`src/rtl/sp_ram_fifo_pkg.sv`:
```
// Shared constants and grant encoding for the single-port-RAM FIFO.
package sp_ram_fifo_pkg;
   localparam int RAM_RD_LAT = 2;
   localparam int OBUF_DEPTH = 4;

   typedef enum logic [1:0] {GNT_NONE, GNT_WR, GNT_RD} gnt_t;

   // Round-robin flag holds the side that wins the next conflict.
   localparam logic RR_WR = 1'b0;
   localparam logic RR_RD = 1'b1;
endpackage

```
`src/rtl/sp_ram_fifo_if.sv`:
```
// Producer/consumer streaming bus of the FIFO; master is the traffic side, slave the FIFO.
interface sp_ram_fifo_if #(
   parameter int DATA_WIDTH = 8,
   parameter int DEPTH      = 256
);
   import sp_ram_fifo_pkg::*;
   localparam int CNT_WIDTH = $clog2(DEPTH + OBUF_DEPTH + 1);

   logic [DATA_WIDTH-1:0] wr_data;
   logic                  wr_valid;
   logic                  wr_ready;
   logic [DATA_WIDTH-1:0] rd_data;
   logic                  rd_valid;
   logic                  rd_ready;
   logic [CNT_WIDTH-1:0]  count;

   modport master (output wr_data, wr_valid, rd_ready,
                   input  wr_ready, rd_data, rd_valid, count);
   modport slave  (input  wr_data, wr_valid, rd_ready,
                   output wr_ready, rd_data, rd_valid, count);
endinterface

```
`src/rtl/single_port_RAM.sv`:
```
// Single-port RAM with registered inputs and registered output: op in cycle c, read data during c+2.
// No backpressure; one op per cycle, contents are never reset.
module single_port_RAM #(
   parameter int DATA_WIDTH = 8,
   parameter int DEPTH      = 256,
   parameter int AW         = $clog2(DEPTH)
) (
   input  logic                  clk,
   input  logic                  en_i,
   input  logic                  we_i,
   input  logic [AW-1:0]         addr_i,
   input  logic [DATA_WIDTH-1:0] din_i,
   output logic [DATA_WIDTH-1:0] dout_o
);
   logic [DATA_WIDTH-1:0] mem_q [DEPTH];
   logic                  en_q, we_q;
   logic [AW-1:0]         addr_q;
   logic [DATA_WIDTH-1:0] din_q, dout_q;

   always_ff @(posedge clk) begin
      en_q   <= en_i;
      we_q   <= we_i;
      addr_q <= addr_i;
      din_q  <= din_i;
      if (en_q && we_q)  mem_q[addr_q] <= din_q;
      if (en_q && !we_q) dout_q <= mem_q[addr_q];
   end

   assign dout_o = dout_q;
endmodule

```
`src/rtl/sp_ram_fifo_obuf.sv`:
```
// Small register FIFO with first-word-fall-through head; push visible next cycle.
// No backpressure: the caller guarantees push only with a free slot and pop only when valid.
module sp_ram_fifo_obuf
   import sp_ram_fifo_pkg::*;
#(
   parameter int DATA_WIDTH = 8
) (
   input  logic                              clk,
   input  logic                              rst,
   input  logic                              push_i,
   input  logic [DATA_WIDTH-1:0]             push_dat_i,
   input  logic                              pop_i,
   output logic [DATA_WIDTH-1:0]             head_o,
   output logic                              vld_o,
   output logic [$clog2(OBUF_DEPTH+1)-1:0]   occ_o
);
   localparam int PW = $clog2(OBUF_DEPTH);
   localparam int OW = $clog2(OBUF_DEPTH + 1);

   logic [DATA_WIDTH-1:0] mem_q [OBUF_DEPTH];
   logic [PW-1:0]         wp_q, rp_q;
   logic [OW-1:0]         occ_q;

   function automatic logic [PW-1:0] inc(input logic [PW-1:0] p);
      return (p == PW'(OBUF_DEPTH - 1)) ? '0 : p + PW'(1);
   endfunction

   always_ff @(posedge clk) begin
      if (rst) begin
         for (int i = 0; i < OBUF_DEPTH; i++) mem_q[i] <= '0;
         wp_q  <= '0;
         rp_q  <= '0;
         occ_q <= '0;
      end else begin
         if (push_i) begin
            mem_q[wp_q] <= push_dat_i;
            wp_q        <= inc(wp_q);
         end
         if (pop_i) rp_q <= inc(rp_q);
         case ({push_i, pop_i})
            2'b10:   occ_q <= occ_q + OW'(1);
            2'b01:   occ_q <= occ_q - OW'(1);
            default: occ_q <= occ_q;
         endcase
      end
   end

   assign head_o = mem_q[rp_q];
   assign vld_o  = (occ_q != '0);
   assign occ_o  = occ_q;
endmodule

```
`src/rtl/sp_ram_fifo.sv`:
```
// FIFO on one single-port RAM with prefetch into an output buffer; empty write-to-read latency 4 cycles.
// Writes stall when RAM is full or when a read wins the port; reads prefetch only with output-buffer credit.
module sp_ram_fifo
   import sp_ram_fifo_pkg::*;
#(
   parameter int DATA_WIDTH = 8,
   parameter int DEPTH      = 256
) (
   input logic         clk,
   input logic         rst,
   sp_ram_fifo_if.slave bus
);
   localparam int LB_DEPTH  = (DEPTH > 1) ? $clog2(DEPTH) : 1;
   localparam int CNT_WIDTH = $clog2(DEPTH + OBUF_DEPTH + 1);
   localparam int RC_WIDTH  = $clog2(DEPTH + 1);
   localparam int OCC_WIDTH = $clog2(OBUF_DEPTH + 1);

   logic [LB_DEPTH-1:0]   wptr_q, wptr_d, rptr_q, rptr_d;
   logic [RC_WIDTH-1:0]   ram_cnt_q, ram_cnt_d;
   logic [RAM_RD_LAT-1:0] infl_q, infl_d;
   logic                  rr_q, rr_d;
   logic [OCC_WIDTH-1:0]  occ;
   logic [OCC_WIDTH:0]    pend;
   logic                  want_rd, want_wr, obuf_vld, pop;
   logic [DATA_WIDTH-1:0] ram_dout, obuf_head;
   gnt_t                  gnt;

   function automatic logic [LB_DEPTH-1:0] ptr_inc(input logic [LB_DEPTH-1:0] p);
      return (p == LB_DEPTH'(DEPTH - 1)) ? '0 : p + LB_DEPTH'(1);
   endfunction

   // Credit counts words already in the buffer plus reads still inside the RAM pipe.
   assign pend    = {1'b0, occ} + (OCC_WIDTH+1)'($countones(infl_q));
   assign want_rd = (ram_cnt_q != '0) && (pend < (OCC_WIDTH+1)'(OBUF_DEPTH));
   assign want_wr = bus.wr_valid && (ram_cnt_q != RC_WIDTH'(DEPTH));

   assign bus.wr_ready = !rst && (ram_cnt_q != RC_WIDTH'(DEPTH))
                         && !(want_rd && (!bus.wr_valid || rr_q == RR_RD));

   always_comb begin
      gnt  = GNT_NONE;
      rr_d = rr_q;
      if (rst) begin
         gnt = GNT_NONE;
      end else if (want_wr && want_rd) begin
         gnt  = (rr_q == RR_RD) ? GNT_RD : GNT_WR;
         rr_d = ~rr_q;
      end else if (want_wr) begin
         gnt = GNT_WR;
      end else if (want_rd) begin
         gnt = GNT_RD;
      end
   end

   always_comb begin
      wptr_d    = wptr_q;
      rptr_d    = rptr_q;
      ram_cnt_d = ram_cnt_q;
      infl_d    = {infl_q[RAM_RD_LAT-2:0], (gnt == GNT_RD)};
      case (gnt)
         GNT_WR: begin
            wptr_d    = ptr_inc(wptr_q);
            ram_cnt_d = ram_cnt_q + RC_WIDTH'(1);
         end
         GNT_RD: begin
            rptr_d    = ptr_inc(rptr_q);
            ram_cnt_d = ram_cnt_q - RC_WIDTH'(1);
         end
         default: ;
      endcase
   end

   always_ff @(posedge clk) begin
      if (rst) begin
         wptr_q    <= '0;
         rptr_q    <= '0;
         ram_cnt_q <= '0;
         infl_q    <= '0;
         rr_q      <= RR_WR;
      end else begin
         wptr_q    <= wptr_d;
         rptr_q    <= rptr_d;
         ram_cnt_q <= ram_cnt_d;
         infl_q    <= infl_d;
         rr_q      <= rr_d;
      end
   end

   single_port_RAM #(.DATA_WIDTH(DATA_WIDTH), .DEPTH(DEPTH), .AW(LB_DEPTH)) u_ram (
      .clk    (clk),
      .en_i   (gnt != GNT_NONE),
      .we_i   (gnt == GNT_WR),
      .addr_i ((gnt == GNT_WR) ? wptr_q : rptr_q),
      .din_i  (bus.wr_data),
      .dout_o (ram_dout)
   );

   assign pop = obuf_vld && bus.rd_ready;

   sp_ram_fifo_obuf #(.DATA_WIDTH(DATA_WIDTH)) u_obuf (
      .clk        (clk),
      .rst        (rst),
      .push_i     (infl_q[RAM_RD_LAT-1]),
      .push_dat_i (ram_dout),
      .pop_i      (pop),
      .head_o     (obuf_head),
      .vld_o      (obuf_vld),
      .occ_o      (occ)
   );

   assign bus.rd_data  = obuf_head;
   assign bus.rd_valid = obuf_vld;
   assign bus.count    = CNT_WIDTH'(ram_cnt_q) + CNT_WIDTH'(occ) + CNT_WIDTH'($countones(infl_q));
endmodule
```
`src/flat_wrapper.sv`:
```
// flat-port wrapper written by rule: the top's interface ports become plain ports
module sp_ram_fifo_flat import sp_ram_fifo_pkg::*;
#(
   parameter int DATA_WIDTH = 8,
   parameter int DEPTH      = 256
)
  (clk, rst, bus_wr_data, bus_wr_valid, bus_rd_ready, bus_wr_ready, bus_rd_data, bus_rd_valid, bus_count);
  sp_ram_fifo_if #(.DATA_WIDTH(DATA_WIDTH), .DEPTH(DEPTH)) bus_i ();
  input logic clk;
  input logic rst;
  input wire logic [$bits(bus_i.wr_data)-1:0] bus_wr_data;
  input wire logic [$bits(bus_i.wr_valid)-1:0] bus_wr_valid;
  input wire logic [$bits(bus_i.rd_ready)-1:0] bus_rd_ready;
  output wire logic [$bits(bus_i.wr_ready)-1:0] bus_wr_ready;
  output wire logic [$bits(bus_i.rd_data)-1:0] bus_rd_data;
  output wire logic [$bits(bus_i.rd_valid)-1:0] bus_rd_valid;
  output wire logic [$bits(bus_i.count)-1:0] bus_count;
  assign bus_i.wr_data = bus_wr_data;
  assign bus_i.wr_valid = bus_wr_valid;
  assign bus_i.rd_ready = bus_rd_ready;
  assign bus_wr_ready = bus_i.wr_ready;
  assign bus_rd_data = bus_i.rd_data;
  assign bus_rd_valid = bus_i.rd_valid;
  assign bus_count = bus_i.count;
  sp_ram_fifo #(.DATA_WIDTH(DATA_WIDTH), .DEPTH(DEPTH)) u_core (.clk(clk), .rst(rst), .bus(bus_i));
endmodule
```
`config.mk`:
```
export PLATFORM = sky130hd
export DESIGN_NAME = sp_ram_fifo_flat
export DESIGN_NICKNAME = d
export VERILOG_FILES = /design/src/rtl/sp_ram_fifo_pkg.sv /design/src/rtl/sp_ram_fifo_if.sv /design/src/rtl/single_port_RAM.sv /design/src/rtl/sp_ram_fifo_obuf.sv /design/src/rtl/sp_ram_fifo.sv /design/src/flat_wrapper.sv
export SDC_FILE = /design/constraint.sdc
export NUM_CORES = 2
export LEC_CHECK = 0
export CAP_MARGIN = 30
export CORE_UTILIZATION = 40
export CTS_CLUSTER_SIZE = 14
export DETAILED_ROUTE_END_ITERATION = 6
export PLACE_DENSITY = 0.61
export SLEW_MARGIN = 20
export SYNTH_ARGS = -nofsm -noshare
export SYNTH_HDL_FRONTEND = slang
export SYNTH_HIERARCHICAL = 1
export SYNTH_SLANG_ARGS = --single-unit
export TNS_END_PERCENT = 1
```
`constraint.sdc`:
```
create_clock -name clk -period 8.96 [get_ports clk]
set_clock_uncertainty 0.1 [all_clocks]
set_input_delay 1.792 -clock clk [delete_from_list [all_inputs] [get_ports clk]]
set_output_delay 1.792 -clock clk [all_outputs]
set_load 0.02 [all_outputs]
```
# Yosys cells after proc, flatten, opt, wreduce, memory -nomap -nowiden
# Memories as Yosys holds them, arrays and structs flattened. A register that Yosys moved wholly into a read port is not among the register bits.
# Cells that the tools add are included.
# W data, S select, Z words.
[word_totals] reg_bits=53 mem_bits_rw=2080 in_bits=12 elab_cells=81 n_memories=2
[mem_list] memory="u_core.u_ram.mem_q" depth=256 width=8 read_ports=1 rd_ports_with_merged_regs=1 write_ports=1 line_no="single_port_RAM.sv:15" text="logic [DATA_WIDTH-1:0] mem_q [DEPTH];"
[mem_list] memory="u_core.u_obuf.mem_q" depth=4 width=8 read_ports=1 rd_ports_with_merged_regs=1 write_ports=4 line_no="sp_ram_fifo_obuf.sv:20" text="logic [DATA_WIDTH-1:0] mem_q [OBUF_DEPTH];"
[op_classes] n_addsub=12 order_cmp=1 eq_ne=9 mux=24 n_bitwise=1 n_reduce_logical=20
[ops] cell="$mux W8" n=4
[ops] cell="$mux W2" n=10
[ops] cell="$pmux W9 S2" n=1
[ops] cell="$add A8 B1 Y8 const B" n=2
[ops] cell="$eq A8 B8 Y1 const B" n=2
[ops] cell="$add A9 B1 Y9 const B" n=1
[ops] cell="$add A9 B3 Y9" n=1
[ops] cell="$add A9 B9 Y9" n=1
[ops] cell="$logic_and A1 B1 Y1" n=9
[ops] cell="$ne A9 B9 Y1 const B" n=1
[ops] cell="$reduce_bool A9 Y1" n=1
[ops] cell="$sub A9 B1 Y9 const B" n=1
[ops] cell="$eq A2 B2 Y1 const B" n=4
[ops] cell="$mux W1" n=8
[ops] cell="$reduce_or A8 Y1" n=1
[ops] cell="$pmux W3 S2" n=1
[ops] cell="$reduce_bool A2 Y1" n=3
[ops] cell="$add A2 B1 Y2 const B" n=2
[ops] cell="$add A3 B2 Y4" n=1
[ops] cell="$eq A2 B1 Y1 const B" n=2
[ops] cell="$logic_not A1 Y1" n=4
[ops] cell="$lt A4 B3 Y1 const B" n=1
[ops] cell="$add A3 B1 Y3 const B" n=1
[ops] cell="$reduce_bool A3 Y1" n=1
[ops] cell="other kinds (4)" n=4

# Longest topological paths before layout
[depth] depth_word=10 depth_mapped=15 depth_no_buf=14

# Modules after synthesis
# Netlist, hierarchy kept.
[by_module_without_submodules] mod="single_port_RAM" instances=1 cells_each=3544 area_per_inst_um2=78736.8 seq_area_each_um2=62099.6
[by_module_without_submodules] mod="sp_ram_fifo" instances=1 cells_each=225 area_per_inst_um2=1886.8 seq_area_each_um2=560.5
[by_module_without_submodules] mod="sp_ram_fifo_obuf" instances=1 cells_each=119 area_per_inst_um2=1799.2 seq_area_each_um2=1141.1

# Worst setup path before layout
# OpenSTA, ideal clock, no wires.
[synth_path] kind="input port to flip-flop" startpoint="input port rst" endpoint="register u_core.ram_cnt_q[8]" setup_time_ns=0.071 arrival_ns=4.526 required_ns=8.789 setup_slack_ns=4.263 cell_stages=12 cell_sequence="clkbuf_1 -> or3_1 -> inv_1 -> ha_1 -> clkbuf_1 -> inv_1 -> fa_1 -> nand2b_1 -> a211oi_2 -> nor3_1 -> or4_1 -> a21oi_1"
[synth_between] elab_chain_cells=3 elab_cells_between_ends=5 classes_between="eq/ne (2); mux (2); reduce/logical (1)"
[synth_lines] element="from (decl)" line_no="flat_wrapper.sv:10" text="input logic rst;"
[synth_lines] element="$mux W2 *" line_no="sp_ram_fifo.sv:43" text="if (rst) begin"
[synth_lines] element="$eq A2 B2 Y1 *"
[synth_lines] element="via u_core.infl_d[0]" line_no="sp_ram_fifo.sv:20" text="logic [RAM_RD_LAT-1:0] infl_q, infl_d;"
[synth_lines] element="$pmux W9 S2 or $reduce_bool A2 Y1 (tied branches)"
[synth_lines] element="to (signal assigned)" line_no="sp_ram_fifo.sv:83" text="ram_cnt_q <= ram_cnt_d;"
[synth_lines] element="to (decl)" line_no="sp_ram_fifo.sv:19" text="logic [RC_WIDTH-1:0] ram_cnt_q, ram_cnt_d;"
# Mark *: on every way through the listed nets, which the timed path passes. The rest lies on a longest branch.
# A chain may end at the register's enable or synchronous reset.

# Final worst setup path
[layout_path] startpoint="register u_core.infl_q[1]" endpoint="output port bus_count[7]"
[layout_between] elab_chain_cells=2
[layout_lines] element="from (decl)" line_no="sp_ram_fifo.sv:20"
[layout_lines] element="from (signal assigned)" line_no="sp_ram_fifo.sv:84" text="infl_q <= infl_d;"
[layout_lines] element="$add A1 B1 Y2 (implied by the code)" line_no="sp_ram_fifo.sv:113" text="assign bus.count = CNT_WIDTH'(ram_cnt_q) + CNT_WIDTH'(occ) + CNT_WIDTH'($countones(infl_q));"
[layout_lines] element="$add A9 B9 Y9" line_no="sp_ram_fifo.sv:113"
[layout_lines] element="to (decl)" line_no="flat_wrapper.sv:17" text="output wire logic [$bits(bus_i.count)-1:0] bus_count;"
# No other way between the ends.

==> impl.org <==
** Synth
- Share of Yosys cell area claimed by the top area cell type :: 0.7607
- Sorting the synthesized cells by area gives the leading types as edfxtp_1 76%, mux4_2 14%, a22oi_1 2.3%.
- The Yosys step of the flow raised 6 warnings.
- In the synthesized netlist the dominant register cell turns out to be edfxtp_1.
- Fraction of registers with async set/reset :: 0
- A synthesized cell averages 21.20 sq um.
- Net Count, Synth :: 3926
- Synthesis produced a netlist whose cell count is 3888.
- edfxtp_1 is the most common cell in the netlist.
- Ranking of synthesized cells by instance count :: 2088 x edfxtp_1, 520 x mux4_2, 296 x nor2_1
- Post-synthesis cell type with the largest combined area :: edfxtp_1
- Counting flops with a built-in enable in the synthesized netlist gives 2088.
- The synthesized netlist occupies a cell area of 82420 sq um.
- Count of different cell masters after synthesis :: 51
- Of the synthesized area, sequential elements account for 0.7741.
- Number of synthesized register bits :: 2143

** Worst setup path
- Counting buffers and inverters, the worst setup path is 9 cells deep.
- Number of cells traversed by the worst register-to-register path :: 7
- The number of buffers and inverters on the critical path is 2.
- R2R Setup Slk :: 4400 ps
- The critical path is of the flip-flop to output port type.
- In this design, the stage delay of the slowest critical-path cell is 620 ps.
- Delay-heaviest family, CP :: adder cells
- Startpoint class of the critical path :: flip-flop
- Data on the critical path arrives at its endpoint at 3680 ps.
- Highest fanout seen on the critical path :: 6
- Traced cell by cell, the critical path runs through ha_1 > fa_1 > ha_1 > inv_1 > fa_1 > nor2b_1 > o2111ai_1 > xnor2_1 > clkdlybuf4s50_1.
- The slowest stage of the critical path is the clkdlybuf4s50_1 cell.
- Critical path required time :: 7070 ps
- STA classifies the critical path endpoint as an output port.

** Layout
- For this run, the share of the core covered by cells in the final layout is 0.4551.
- Number of nets in the layout :: 4036
- Cell area after layout :: 93100 sq um
- Final std cells w/o fill :: 6868
- Synth-to-Final Area Change :: 12.95%
- Layout cell share with drive strength beyond 1 :: 0.2321

** Worst hold path
- Counting instances, the worst hold path has a depth of 1.
- Type of the worst min-delay path :: flip-flop to flip-flop

** Clock network
- After clock tree synthesis, the repair step resized 0 gates.
- Clock-pin slew reported for the worst setup and hold paths after clock tree synthesis :: 60 ps
- Total CTS buffers :: 212
- H-tree level count :: 4
- TritonCTS built the clock tree.
- Number of sinks on the clock net :: 2143
- Once the clock tree was built, the setup fixing pass inserted 0 buffers.
- Worst skew pair latency :: 870 ps
- The clock passes through at most 3 buffers.
- Hold-fix buffers at CTS :: 0
- Clk Tree Root Cell :: clkbuf_16

** STA
- Max frequency :: 179.5 MHz
- Total count of hold-check failures in the final report :: 0
- Fraction of the cycle the final worst path needs :: 0.6218
- Worst-Margin Slew :: 1129 ps
- Setup repair after global routing missed its margin :: no
- Setup TNS :: 0 ps
- The number of max-slew violations in the final report is 0.
- Setup-failing EPs final :: 0
- Minimum clock period after layout :: 5572 ps
- Worst slew margin relative to its limit :: 0.2378

** Drt
- DRC violation total after the first TritonRoute iteration :: 4402
- # DRC :: 0
- For this block, the via count after detailed routing is 39440.
- Dividing the detail-routed wire length by the instance count gives 28.31 microns.
- Summed over all layers, the routed wires come to 194400 microns.
- The detail route stage leaves a number of antenna-violating nets equal to 0.
- Number of detailed-routing iterations run before antenna repair :: 6
- Via-to-Cell Ratio :: 5.743

** Power
- Total power divided by cell area :: 248.7 nW/um^2
- IR analysis of the VDD net gives a maximum drop of 0.2333 mV.
- Total leakage power :: 27.80 nW

** Place
- Final weighted congestion in routability-driven placement :: 0.7943
- PortBufs :: 30
- Post-DP Area :: 86140 sq um
- Number of cells in the design after placement :: 6460
- Detailed placer's ending HPWL :: 113600 microns

** Global route
- GRT Util Overall :: 0.1865
- Entering global routing, the biggest net connects 133 pins.
- The number of antenna violations at the first check in global routing is 2.
- Global-route wire length before repair :: 282500 microns
- Number of global-route vias before repair :: 39690
- Summed over all layers, the global routing overflow is 0.

** Die
- Pin placement for this block handled 31 I/O pins.
- The initialized floorplan defines 166 standard-cell rows.
- Placeable core region :: 204600 sq um
- Width of the chip :: 455.9 microns
- Die Footprint :: 207900 sq um
- Chip height :: 455.9 microns
- Starting density of the core :: 0.4029

** Run status
- The run finished with clean final reports.

** Flow run
- Max cap viols :: 0
==> kinds of logic after synthesis <==
logic type | after synthesis | share of synthesized area
flops | 2143 | 0.7741
simple gates | 444 | 0.02327
fa+ha+maj | 26 | 0.004402
xor+xnor | 22 | 0.002338
compound gates | 465 | 0.03824
buf+inv | 251 | 0.01342
mux | 537 | 0.1443
==> state kept, by name (all words and copies together) (netlist names), 8 cells and up, named ones only <==
register and count:
u_core/wptr_q 8, u_core/u_ram/addr_q 8, u_core/u_obuf/mem_q 32, u_core/rptr_q 8
u_core/u_ram/dout_o 8, u_core/ram_cnt_q 9, u_core/u_ram/din_q 8, u_core/u_ram/mem_q 2048
==> final cells by class <==
cell class	instances	area, sq um
tap	2688	3363
multi-input combinational	1494	17660
inverter	16	60.06
fill	16890	111500
clock inverter	133	1212
sequential	2143	63840
timing repair buffer	131	1395
antenna	1	2.502
clock buffer	262	5565
==> report_power, final <==
part	internal (mW)	switching [mW]	leakage [nW]
Clock	4.91	3.78	3.30
Combinational	1.62	1.62	5.25
Sequential	11.1	0.166	19.3
Total	17.6	5.57	27.8
==> routing by layer <==
metal  GRT usage  vias to the layer above  share of wire
met5           0                        -        0.00011
met2      0.2980                     1459           0.49
li1            -                    16540              -
met4     0.04991                        4          0.023
met1      0.2613                    21150           0.41
met3     0.03742                      293          0.076
==> metrics by stage <==
step                      setup slack (ps)  power [mW]  hold WS [ps]
after global placement                3416       14.71         364.4
final                                 3388       23.16         381.4
after global routing                  3197       23.93         405.7
after CTS                             3281       23.40         385.0
after detailed placement              3462       14.74         372.9
after floorplan                       4263       13.95         342.2
==> final timing paths <==
check                                             from                     end
worst max-delay path                  u_core/infl_q[1]            bus_count[7]
worst min-delay path                  u_core/infl_q[0]        u_core/infl_q[1]
worst max register to register  u_core/u_ram/addr_q[1]  u_core/u_ram/dout_o[0]
worst min register to register        u_core/infl_q[0]        u_core/infl_q[1]
==> worst reg2reg max path: cells and delay by family (launching register included) <==
kind | cells | cell delay (ps)
AO/OA/AOI/OAI | 3 | 1430
AND/OR/NAND/NOR | 1 | 210
flip-flops | 1 | 670
buffers and inverters | 2 | 1370
multiplexers | 1 | 480
==> placed cells by master, fill, tap and decap left out, drive strengths merged, types with 17 or more instances in the layout <==
cell type	n
inv	29
clkinv	95
a21oi	142
dfxtp	55
edfxtp	2088
clkdlybuf4s50	30
buf	100
o41ai	32
and2	35
mux4	520
a22oi	256
nor2	296
nand2	51
clkbuf	263
bufinv	17
ha	21
Note: power is estimated with default switching activity, not from simulation.
